--- src/rtl/gige_pkg.sv ---
// Shared constants and FSM state type for the GMII receive path.
// Used by gmii_rx_framer and its optional CRC checker.
package gige_pkg;

   localparam logic [7:0]  PREAMBLE_BYTE = 8'h55;
   localparam logic [7:0]  SFD_BYTE      = 8'hD5;
   localparam logic [31:0] CRC32_RESIDUE = 32'hC704DD7B;

   typedef enum logic [1:0] {
      IDLE,
      PREAMBLE,
      DATA,
      DROP
   } rx_state_t;

   // The reflected CRC register holds the magic residue bit-reversed.
   function automatic logic [31:0] bit_reverse32(input logic [31:0] v);
      logic [31:0] r;
      for (int i = 0; i < 32; i++) begin
         r[i] = v[31-i];
      end
      return r;
   endfunction

endpackage

--- src/rtl/crc32_d8.sv ---
// Byte-wide reflected CRC-32 (poly 0xEDB88320) register, no final inversion.
// init reloads 0xFFFFFFFF; en folds one byte into the running value.
module crc32_d8 (
   input  logic        clk,
   input  logic        reset,
   input  logic        init,
   input  logic        en,
   input  logic [7:0]  data,
   output logic [31:0] crc
);

   logic [31:0] crc_next;

   always_comb begin
      crc_next = crc ^ {24'd0, data};
      for (int i = 0; i < 8; i++) begin
         crc_next = crc_next[0] ? ((crc_next >> 1) ^ 32'hEDB88320) : (crc_next >> 1);
      end
   end

   always_ff @(posedge clk or posedge reset) begin
      if (reset) begin
         crc <= 32'hFFFFFFFF;
      end else if (init) begin
         crc <= 32'hFFFFFFFF;
      end else if (en) begin
         crc <= crc_next;
      end
   end

endmodule

--- src/rtl/gmii_rx_framer.sv ---
// GMII receive framer: strips preamble/SFD, marks sof/eof/err, keeps statistics.
// Define GMII_RX_FRAMER_CRC_EN to add FCS checking into out_err.
module gmii_rx_framer
   import gige_pkg::*;
#(
   parameter int MIN_FRAME_LEN = 64,
   parameter int MAX_FRAME_LEN = 1518,
   parameter int COUNT_WIDTH   = 16
) (
   input  logic                   rx_clk,
   input  logic                   reset,
   input  logic                   rx_dv,
   input  logic [7:0]             rxd,
   input  logic                   rx_er,
   output logic                   out_valid,
   output logic [7:0]             out_data,
   output logic                   out_sof,
   output logic                   out_eof,
   output logic                   out_err,
   output logic [COUNT_WIDTH-1:0] rx_frame_count,
   output logic [COUNT_WIDTH-1:0] rx_bad_frame_count,
   output logic [COUNT_WIDTH-1:0] rx_drop_count,
   output logic [31:0]            rx_byte_count
);

   localparam logic [10:0] MIN_LEN = 11'(MIN_FRAME_LEN);
   localparam logic [10:0] MAX_LEN = 11'(MAX_FRAME_LEN);
   localparam logic [10:0] LEN_SAT = 11'h7FF;

   rx_state_t   state;
   logic        s1_dv;
   logic        s1_er;
   logic [7:0]  s1_rxd;
   logic        dv_prev;
   logic        hold_valid;
   logic        hold_sof;
   logic [7:0]  hold_data;
   logic        first_byte;
   logic        er_flag;
   logic [10:0] len;

   logic sfd_hit;
   logic data_byte;
   logic eof_now;
   logic err_now;
   logic crc_bad;

   assign sfd_hit   = (state == PREAMBLE) && s1_dv && (s1_rxd == SFD_BYTE);
   assign data_byte = (state == DATA) && s1_dv;
   assign eof_now   = hold_valid && !s1_dv;
   assign err_now   = er_flag || (len < MIN_LEN) || (len > MAX_LEN) || crc_bad;

`ifdef GMII_RX_FRAMER_CRC_EN
   logic [31:0] crc;

   crc32_d8 u_crc (
      .clk   (rx_clk),
      .reset (reset),
      .init  (sfd_hit),
      .en    (data_byte),
      .data  (s1_rxd),
      .crc   (crc)
   );

   assign crc_bad = (bit_reverse32(crc) != CRC32_RESIDUE);
`else
   assign crc_bad = 1'b0;
`endif

   // Reset leaves dv looking "already high" so a burst in flight at release
   // is swallowed by DROP without being counted as a discarded burst.
   always_ff @(posedge rx_clk or posedge reset) begin
      if (reset) begin
         s1_dv   <= 1'b1;
         s1_er   <= 1'b0;
         s1_rxd  <= 8'd0;
         dv_prev <= 1'b1;
      end else begin
         s1_dv   <= rx_dv;
         s1_er   <= rx_er;
         s1_rxd  <= rxd;
         dv_prev <= s1_dv;
      end
   end

   always_ff @(posedge rx_clk or posedge reset) begin
      if (reset) begin
         state         <= IDLE;
         hold_valid    <= 1'b0;
         hold_sof      <= 1'b0;
         hold_data     <= 8'd0;
         first_byte    <= 1'b0;
         er_flag       <= 1'b0;
         len           <= 11'd0;
         rx_drop_count <= '0;
      end else begin
         hold_valid <= 1'b0;
         case (state)
            IDLE: begin
               if (s1_dv) begin
                  if (dv_prev) begin
                     state <= DROP;
                  end else if (s1_rxd == PREAMBLE_BYTE) begin
                     state <= PREAMBLE;
                  end else begin
                     state         <= DROP;
                     rx_drop_count <= rx_drop_count + COUNT_WIDTH'(1);
                  end
               end
            end
            PREAMBLE: begin
               if (!s1_dv) begin
                  state         <= IDLE;
                  rx_drop_count <= rx_drop_count + COUNT_WIDTH'(1);
               end else if (sfd_hit) begin
                  state      <= DATA;
                  first_byte <= 1'b1;
                  er_flag    <= 1'b0;
                  len        <= 11'd0;
               end else if (s1_rxd != PREAMBLE_BYTE) begin
                  state         <= DROP;
                  rx_drop_count <= rx_drop_count + COUNT_WIDTH'(1);
               end
            end
            DATA: begin
               if (!s1_dv) begin
                  state <= IDLE;
               end else begin
                  // One-byte hold gives the lookahead needed to flag eof.
                  hold_valid <= 1'b1;
                  hold_data  <= s1_rxd;
                  hold_sof   <= first_byte;
                  first_byte <= 1'b0;
                  if (len != LEN_SAT) begin
                     len <= len + 11'd1;
                  end
                  if (s1_er) begin
                     er_flag <= 1'b1;
                  end
               end
            end
            DROP: begin
               if (!s1_dv) begin
                  state <= IDLE;
               end
            end
            default: state <= IDLE;
         endcase
      end
   end

   always_ff @(posedge rx_clk or posedge reset) begin
      if (reset) begin
         out_valid          <= 1'b0;
         out_data           <= 8'd0;
         out_sof            <= 1'b0;
         out_eof            <= 1'b0;
         out_err            <= 1'b0;
         rx_frame_count     <= '0;
         rx_bad_frame_count <= '0;
         rx_byte_count      <= 32'd0;
      end else begin
         out_valid <= hold_valid;
         out_data  <= hold_data;
         out_sof   <= hold_valid && hold_sof;
         out_eof   <= eof_now;
         out_err   <= eof_now && err_now;
         if (hold_valid) begin
            rx_byte_count <= rx_byte_count + 32'd1;
         end
         if (eof_now) begin
            rx_frame_count <= rx_frame_count + COUNT_WIDTH'(1);
            if (err_now) begin
               rx_bad_frame_count <= rx_bad_frame_count + COUNT_WIDTH'(1);
            end
         end
      end
   end

endmodule

--- config.mk ---
export PLATFORM = sky130hd
export DESIGN_NAME = gmii_rx_framer
export DESIGN_NICKNAME = d
export VERILOG_FILES = /design/src/rtl/gige_pkg.sv /design/src/rtl/crc32_d8.sv /design/src/rtl/gmii_rx_framer.sv
export SDC_FILE = /design/constraint.sdc
export NUM_CORES = 1
export LEC_CHECK = 0
export ABC_AREA = 0
export ABC_CLOCK_PERIOD_IN_PS = 5000
export CAP_MARGIN = 0
export CORE_UTILIZATION = 36
export DETAILED_ROUTE_END_ITERATION = 12
export GPL_TIMING_DRIVEN = 0
export PLACE_DENSITY = 0.6
export SLEW_MARGIN = 10
export SYNTH_ARGS = -nofsm -noshare
export SYNTH_HDL_FRONTEND = slang
export SYNTH_SLANG_ARGS = --single-unit
--- constraint.sdc ---
create_clock -name rx_clk -period 5 [get_ports rx_clk]
set_input_delay 1 -clock rx_clk [delete_from_list [all_inputs] [get_ports rx_clk]]
set_output_delay 1 -clock rx_clk [all_outputs]
set_load 0.03 [all_outputs]
==> results.yml <==
setup_path:
  cpPeakStageDelay_ns: 0.72
  path_buf_inv: 1
  path_delay_family: "buffers and inverters"
  crit-reg2reg-launch: "s1_dv"
  reg2reg_slack_ns: 2.69
  timing.rr.end: "len[9]"
  critPathSlowestCell: "clkdlybuf4s50_1"
  start_kind: "register"
  crit_required_ns: 4.00
  end_kind: "output pin"
  crit_fanout: 6
  arrival_ns: 1.60
  path_class: "register to output pin"
  r2r_cells: 6
  path_cells: "clkdlybuf4s50_1"
detailed_routing:
  wirelength_um: 11400
  drtPass1Iterations: 10
  wl_per_cell_um: 14.5
  via_per_inst: 5.05
  drt-initial-drc-count: 266
  drc: 22
  via_count: 3977
  detail-route-antenna-nets: 0
yosys:
  synth_top_family_by_area: "simple AND/OR/NAND/NOR gates"
  yosys.area_share.simple_pct: 19.6
  async_reset_ff_share_pct: 100
  yosys.area_share.adder_pct: 1.15
  avgSynthCellArea_um2: 11.6
  synthFlopType: "dfrtp_1"
  ys_seq_area_share_pct: 58.9
  synth_xor_xnor_area_share_pct: 12.2
  ys_types: 54
  synth_compound_gate_area_share_pct: 4.69
  synth_enable_flop_cells: 0
  muxShareOfSynthArea_pct: 1.24
  syn_inst: 467
  synth_fp_nets: 484
  synth.cell_area_um2: 5440
  yosysWarnings: 0
  ys_ff_latch: 128
sta:
  hold_viol: 0
  period_minus_slack_ns: 2.60
  finalSetupViolCount: 0
  rsz0062_at_grt: "false"
  worst_slew_pin_slew_ns: 0.589
  slew_viol_final: 0
  fin_skew_ns: 0.00709
  maxSlewHeadroom_pct: 60.2
  fin_crit_sh_pct: 52.0
  fmax_mhz: 385
  fin_setup_tns_ns: 0
worst_hold_path:
  min_from: "hold_valid"
  min_path_cells: 0
  hold_end: "out_valid"
  hold_path_class: "register to register"
clock_tree:
  cts-buffers-inserted: 17
  ctsResizeCount: 0
  cts_sinks: 128
  cts_hold_buf: 0
  cts_tree: "done"
  clkTransAtPathRegs_ns: 0.05
  cts_buffer_depth: 2
  root_buffer: "clkbuf_16"
  cts_setup_buffers: 0
  insertion_delay_ns: 0.41
  htree_num_levels: 4
final_layout:
  final_common_cell: "dfrtp_1"
  antennaDiodeCount: 0
  final_cell_mix: "dfrtp_1, clkdlybuf4s50_1, nand2_1"
  fillCellCount: 1284
  syn2layout_area_growth_pct: 34.9
  drive_above_1_share_pct: 10.1
  fin_util_pct: 50.1
  nets: 607
grt:
  grt_use_total_pct: 15.9
  antenna_found_initial: 0
  grt_max_degree: 83
  gr-total-overflow: 0
  grt_pass1_vias: 4025
  grt_pass1_wl_um: 19700
pwr:
  p_sw_mw: 0.882
  comb_power_share_pct: 18.5
  total_power_mw: 3.08
  clock_power_share_pct: 40.0
  switching_share_pct: 28.6
  p_int_mw: 2.20
  power.density_nw_per_um2: 420
  pwr-share-seq_pct: 41.5
  ir_drop_uv: 259
  p_leak_nw: 3.21
run_status:
  outcome: "finished with violations"
  violations: "design-rule violations"
floorplanning:
  rows: 44
  die_x_um: 125
  ioPinCount: 104
  die_h_um: 125
  initial_core_util_pct: 37.1
  dieArea_um2: 15600
  core-area_um2: 14600
place:
  portBuffers: 103
  place_congestion: 0.798
  dp_hpwl_um: 8020
run:
  cap_violations: 0
final cells by class:
type / count / area [um2] / share of cell area, %
Buffer: 14 / 76.3 / 1.04
Clock buffer: 24 / 502 / 6.84
Clock inverter: 8 / 103 / 1.40
Inverter: 10 / 42.5 / 0.580
Multi-Input combinational cell: 315 / 2120 / 28.9
Sequential cell: 128 / 3210 / 43.7
Tap cell: 184 / 230 / 3.14
Timing Repair Buffer: 104 / 1060 / 14.4
kinds of logic after synthesis:
family | count (synthesis)
flops | 128
simple gates | 194
mux | 6
buf+inv | 24
fa+ha+maj | 5
compound gates | 34
xor+xnor | 76
power by group through the flow:
stage	Combinational [mW]	Clock (mW)	Sequential, mW
6_report	0.570	1.23	1.28
5_1_grt	0.614	1.31	1.30
4_1_cts	0.578	1.26	1.28
3_5_place_dp	0.576	0	1.29
3_3_place_gp	0.564	0	1.29
2_1_floorplan	0.168	0	1.44
worst max path at each step:
stage,endpoint,start,depth (start not counted),slack [ns]
2_1_floorplan,er_flag,reset,1,0.59
6_report,rx_byte_count[11],rx_byte_count[11],1,2.40
4_1_cts,rx_byte_count[11],rx_byte_count[11],1,2.39
5_1_grt,rx_bad_frame_count[9],rx_bad_frame_count[9],1,2.35
3_3_place_gp,rx_frame_count[5],reset,2,-1.17
3_5_place_dp,len[9],s1_dv,6,2.70
flip-flops by register name, summed over array words and instances, names as in the netlist, 2 cells and up:
signal              cells
hold_data               8
s1_rxd                  8
len                    11
out_data                8
rx_frame_count         16
rx_byte_count          32
state                   2
rx_drop_count          16
rx_bad_frame_count     16
cell usage after synthesis, types with 3 or more instances:
cell type,n,area (um2)
dfrtp_1,126,3150
nand2_1,62,233
xnor2_1,52,455
nand3_1,31,155
nand4_1,24,150
xor2_1,24,210
nor2_1,17,63.8
and3_1,14,87.6
nor3_1,10,50.1
inv_1,9,33.8
a31oi_1,8,50.1
and4_1,8,70.1
o21ai_0,8,40.0
clkbuf_1,6,22.5
mux2_2,6,67.6
ha_1,5,62.6
nor4_1,5,31.3
and2_1,4,25.0
buf_2,4,20.0
a21oi_1,3,15.0
nor4_4,3,63.8
metal layers:
layer | vias up | routed length (um) | track usage, %
met5 | - | 0 | 0
met1 | 1959 | 5060 | 20.0
met3 | 14 | 832 | 6.14
met2 | 127 | 5340 | 25.1
li1 | 1877 | - | -
met4 | 0 | 150 | 5.45
stage by stage:
step	area (um2)	setup slack, ns	std cells	hold slack, ns
2_1_floorplan	5440	0.591	467	0.349
3_5_place_dp	6730	2.70	755	0.368
5_1_grt	7340	2.35	787	0.385
6_report	7340	2.40	787	0.375
3_3_place_gp	6700	-1.17	754	0.361
4_1_cts	7340	2.39	787	0.381
Power figures use the tool's default switching activity.
